<file path="src/rtl/bpred_update_queue.sv">
// Branch-resolution queue between execute and the perceptron predictor update port.
// In-order FIFO plus an output register with valid/stall handshake and debug counters.
module bpred_update_queue #(
    parameter int DEPTH  = 8,
    parameter int DATA_W = 96
) (
    input  logic              clk,
    input  logic              reset,
    input  logic              ex_valid,
    input  logic [31:0]       ex_PC4,
    input  logic [31:0]       ex_target,
    input  logic              ex_dir,
    input  logic              ex_miss,
    input  logic [DATA_W-1:0] ex_data,
    output logic              q_ready,
    input  logic              soin_bpredictor_stall,
    output logic              execute_bpredictor_update,
    output logic [31:0]       execute_bpredictor_PC4,
    output logic [31:0]       execute_bpredictor_target,
    output logic              execute_bpredictor_dir,
    output logic              execute_bpredictor_miss,
    output logic [DATA_W-1:0] execute_bpredictor_data,
    input  logic [1:0]        dbg_sel,
    output logic [31:0]       dbg_out
);

    localparam int AW = (DEPTH > 1) ? $clog2(DEPTH) : 1;
    localparam int CW = AW + 1;

    typedef struct packed {
        logic [31:0]       pc4;
        logic [31:0]       target;
        logic              dir;
        logic              miss;
        logic [DATA_W-1:0] data;
    } entry_t;

    entry_t          mem [DEPTH];
    entry_t          ex_entry;
    entry_t          head_entry;
    entry_t          or_reg;
    logic            upd_reg;
    logic [AW-1:0]   rd_ptr_reg;
    logic [AW-1:0]   wr_ptr_reg;
    logic [CW-1:0]   count_reg;
    logic [31:0]     upd_cnt_reg;
    logic [31:0]     miss_cnt_reg;
    logic            overflow_reg;

    logic            accept;
    logic            or_load;
    logic            pop;
    logic            bypass;
    logic            push;
    logic            fifo_empty;

    assign ex_entry   = '{pc4: ex_PC4, target: ex_target, dir: ex_dir,
                          miss: ex_miss, data: ex_data};
    assign head_entry = mem[rd_ptr_reg];
    assign fifo_empty = (count_reg == '0);

    // Readiness looks only at the registered count; a same-cycle pop never frees a slot early.
    assign q_ready = (count_reg < CW'(DEPTH));

    assign accept  = upd_reg && !soin_bpredictor_stall;
    assign or_load = !upd_reg || accept;
    assign pop     = or_load && !fifo_empty;
    assign bypass  = or_load && fifo_empty && ex_valid;
    assign push    = ex_valid && q_ready && !bypass;

    always_ff @(posedge clk) begin
        if (push) begin
            mem[wr_ptr_reg] <= ex_entry;
        end
    end

    always_ff @(posedge clk or negedge reset) begin
        if (!reset) begin
            upd_reg      <= 1'b0;
            or_reg       <= '0;
            rd_ptr_reg   <= '0;
            wr_ptr_reg   <= '0;
            count_reg    <= '0;
            upd_cnt_reg  <= '0;
            miss_cnt_reg <= '0;
            overflow_reg <= 1'b0;
        end else begin
            if (or_load) begin
                if (pop) begin
                    or_reg  <= head_entry;
                    upd_reg <= 1'b1;
                end else if (bypass) begin
                    or_reg  <= ex_entry;
                    upd_reg <= 1'b1;
                end else begin
                    upd_reg <= 1'b0;
                end
            end

            if (push) begin
                wr_ptr_reg <= wr_ptr_reg + 1'b1;
            end
            if (pop) begin
                rd_ptr_reg <= rd_ptr_reg + 1'b1;
            end
            if (push && !pop) begin
                count_reg <= count_reg + 1'b1;
            end else if (pop && !push) begin
                count_reg <= count_reg - 1'b1;
            end

            if (accept) begin
                upd_cnt_reg <= upd_cnt_reg + 32'd1;
                if (or_reg.miss) begin
                    miss_cnt_reg <= miss_cnt_reg + 32'd1;
                end
            end

            // Dropped branch: execute ignored q_ready.
            if (ex_valid && !q_ready) begin
                overflow_reg <= 1'b1;
            end
        end
    end

    assign execute_bpredictor_update = upd_reg;
    assign execute_bpredictor_PC4    = or_reg.pc4;
    assign execute_bpredictor_target = or_reg.target;
    assign execute_bpredictor_dir    = or_reg.dir;
    assign execute_bpredictor_miss   = or_reg.miss;
    assign execute_bpredictor_data   = or_reg.data;

    always_comb begin
        dbg_out = '0;
        case (dbg_sel)
            2'd0: dbg_out = 32'(count_reg);
            2'd1: dbg_out = upd_cnt_reg;
            2'd2: dbg_out = miss_cnt_reg;
            default: dbg_out = {overflow_reg, 15'b0, 8'(rd_ptr_reg), 8'(wr_ptr_reg)};
        endcase
    end

endmodule
</file>
<file path="config.mk">
export PLATFORM = sky130hd
export DESIGN_NAME = bpred_update_queue
export DESIGN_NICKNAME = d
export VERILOG_FILES = /design/src/rtl/bpred_update_queue.sv
export SDC_FILE = /design/constraint.sdc
export NUM_CORES = 2
export LEC_CHECK = 0
export CORE_ASPECT_RATIO = 1.75
export CORE_MARGIN = 2
export CORE_UTILIZATION = 55
export DETAILED_ROUTE_END_ITERATION = 8
export PLACE_DENSITY = 0.75
export SETUP_SLACK_MARGIN = 0.2
export SYNTH_ARGS = -nofsm -noshare
export SYNTH_HDL_FRONTEND = slang
export SYNTH_SLANG_ARGS = --single-unit
</file>
<file path="constraint.sdc">
create_clock -name clk -period 23.6 [get_ports clk]
set_clock_uncertainty 0.15 [all_clocks]
set_input_delay 2.36 -clock clk [delete_from_list [all_inputs] [get_ports clk]]
set_output_delay 2.36 -clock clk [all_outputs]
set_load 0.005 [all_outputs]
</file>
==> results.json <==
{
  "setup_tns_ns": 0,
  "drt-total-wl_mm": 132,
  "yosysWarnings": 0,
  "syn_to_final_growth_pct": 16.0,
  "slowest_delay_ns": 0.96,
  "grt_pass1_vias": 32500,
  "postCtsSetupRepairBufs": 0,
  "grt_use_total_pct": 24.3,
  "path_delay_family": "buffers and inverters",
  "status": "finished clean",
  "worstPathMaxFanout": 28,
  "timing.fmax_mhz": 136,
  "power_density_nw_per_um2": 116,
  "peakVddDrop_mv": 0.136,
  "min_path_type": "reg2reg",
  "die_h_um": 439,
  "syn-num-nets": 3303,
  "drive_above_1_share_pct": 17.2,
  "final_nets": 3657,
  "fin_crit_sh_pct": 31.3,
  "post-route-drc-count": 0,
  "ys_types": 43,
  "end_kind": "output pin",
  "maxCapViolCount": 0,
  "grt_antenna_before_repair": 12,
  "gr-total-overflow": 0,
  "grt_first_pass_wirelength_mm": 200,
  "synth_flop_cell": "edfxtp_1",
  "ys_ff_latch": 1534,
  "ant_nets": 0,
  "num_vias": 31000,
  "yosysSeqAreaShare_pct": 75.4,
  "port_buffers": 363,
  "crit_path_frequent_cell": "clkdlybuf4s50_1",
  "hold_viol": 0,
  "placed_cell_area_sq_um": 64500,
  "rsz0062_at_grt": "no",
  "ios": 364,
  "timing.final.max_slew_violations": 0,
  "largest_reg_flops": 1296,
  "cp-start-kind": "input pin",
  "cp.required_ns": 21.09,
  "cts_buffers": 136,
  "cts_tree": "built",
  "dr.pass1.iters": 6,
  "async_flop_share_pct": 15.5,
  "rows": 159,
  "dieArea_sq_um": 111000,
  "synthCells": 3127,
  "setup_viol": 0,
  "ctsHoldBuffers": 0,
  "synth_area_sq_um": 59500,
  "cp.buffers_inverters": 2,
  "crit_slowest_cell": "nor2b_2",
  "htree_levels": 4,
  "cts_sinks": 1534,
  "hpwl_mm": 70.0,
  "clock_latency_ns": 0.75,
  "layout_min_cycle_time_ns": 7.38,
  "worst_slew_pin_slew_ns": 1.18,
  "core_sq_um": 107000,
  "max-clock-path-buffers": 3,
  "max_flop_register": "mem",
  "arrival_ns": 4.86,
  "slew-limit-headroom_pct": 20.5,
  "wl_per_cell_um": 26.6,
  "clk_pin_slew_ns": 0.06,
  "via_per_inst": 6.25,
  "die_x_um": 253,
  "grt_max_degree": 186,
  "leakage_nw": 22.8,
  "finalInstanceArea_sq_um": 69100,
  "cts_resized": 0,
  "routabilityCongestion": 0.835,
  "initial_core_util_pct": 55.5,
  "crit_chain": "clkdlybuf4s50_1 -> nor2b_2 -> a22o_1 -> clkdlybuf4s50_1",
  "drt_iter0_drc": 2588,
  "synth_edf_count": 1296,
  "clockRootBuffer": "clkbuf_16",
  "critical_path_class": "in2out",
  "synth.avg_cell_area_sq_um": 19.0
}
[cells in the final DEF, fill, tap and decap left out, types with 8 or more instances in the layout]
cell type        count
a211oi_1           162
nand2_1            347
nand4_1             20
inv_6               11
buf_4               40
dfrtp_1            235
clkbuf_1            28
bufinv_16           13
mux4_2             327
nor2b_1            165
edfxtp_1          1296
xnor2_1             56
a22o_1              28
clkinv_1             8
nand3_1             31
clkbuf_16          139
clkdlybuf4s50_1    362
mux2_2               9
a31oi_1            162
clkinvlp_4           8
xor2_1              13
clkinv_2            20
nor2_1              16
clkbuf_8            13
[layer usage]
layer	global-route usage, %	vias to the layer above	routed length (um)
met5	0	-	141
met2	42.2	1129	68700
li1	-	13200	-
met1	30.8	16400	50800
met3	5.43	234	9220
met4	6.87	20	3010
[through the flow]
stage	std cells	util [%]	worst slack [ns]	power (mW)	hold slack, ns
floorplan	3127	-	7.76	5.06	0.272
global placement	4711	60.2	16.30	5.77	0.313
detailed placement	4711	60.2	16.22	5.82	0.313
CTS	4959	64.4	16.21	8.07	0.330
global route	4960	64.4	16.09	8.34	0.337
finish	4962	64.4	16.23	7.99	0.334
[path summary, 6_finish.rpt]
| kind | from | endpoint | slack, ns | cells after the start |
|---|---|---|---|---|
| max in group asynchronous | reset | execute_bpredictor_target[12] | 20.30 | 2 |
| max | dbg_sel[1] | dbg_out[7] | 16.23 | 4 |
| min | overflow_reg | overflow_reg | 0.33 | 1 |
| max reg2reg | count_reg[3] | execute_bpredictor_target[14] | 19.45 | 6 |
| min reg2reg | overflow_reg | overflow_reg | 0.33 | 1 |
| min in group asynchronous | reset | execute_bpredictor_data[42] | 1.49 | 1 |
[kinds of logic after synthesis]
kind of cell | share of synthesized area [%]
fa+ha+maj | 0.181
mux | 12.6
compound gates | 4.25
simple gates | 5.08
flops | 75.4
buf+inv | 1.48
xor+xnor | 1.02
[layout make-up]
class                      count  area, sq um
clock buffer                 180         3760
tap                         1368         1710
timing repair buffer         410         4080
clock inverter                68          767
inverter                       5         18.8
antenna                        3         7.51
multi-input combinational   1394        13800
sequential                  1534        44900
fill                        7231        38200
[report_power, final]
part	internal [mW]	switching, mW	leakage (nW)	total, mW
Clock	1.28	0.974	2.21	2.25
Combinational	1.08	1.05	5.97	2.13
Sequential	3.36	0.246	14.6	3.61
[cell usage after synthesis (all sizes together), types with 2 or more instances]
master	number	share of area, %
nand3b	3	0.038
o21ai	2	0.017
and4	4	0.059
dfrtp	238	10
nand3	31	0.26
a22o	28	0.41
nor3	5	0.042
xnor2	56	0.82
and3	7	0.074
ha	7	0.15
mux2	9	0.17
nor2	18	0.11
xor2	13	0.19
a211oi	162	2.0
mux4	327	12
nand2	348	2.2
buf	74	0.70
and2	2	0.021
clkbuf	120	0.76
edfxtp	1296	65
inv	5	0.032
mux2i	2	0.034
nor3b	6	0.084
a31oi	162	1.7
nand4	21	0.23
a21o	2	0.025
nor4	4	0.13
nor2b	166	1.7
Note: power is estimated with default switching activity, not from simulation.
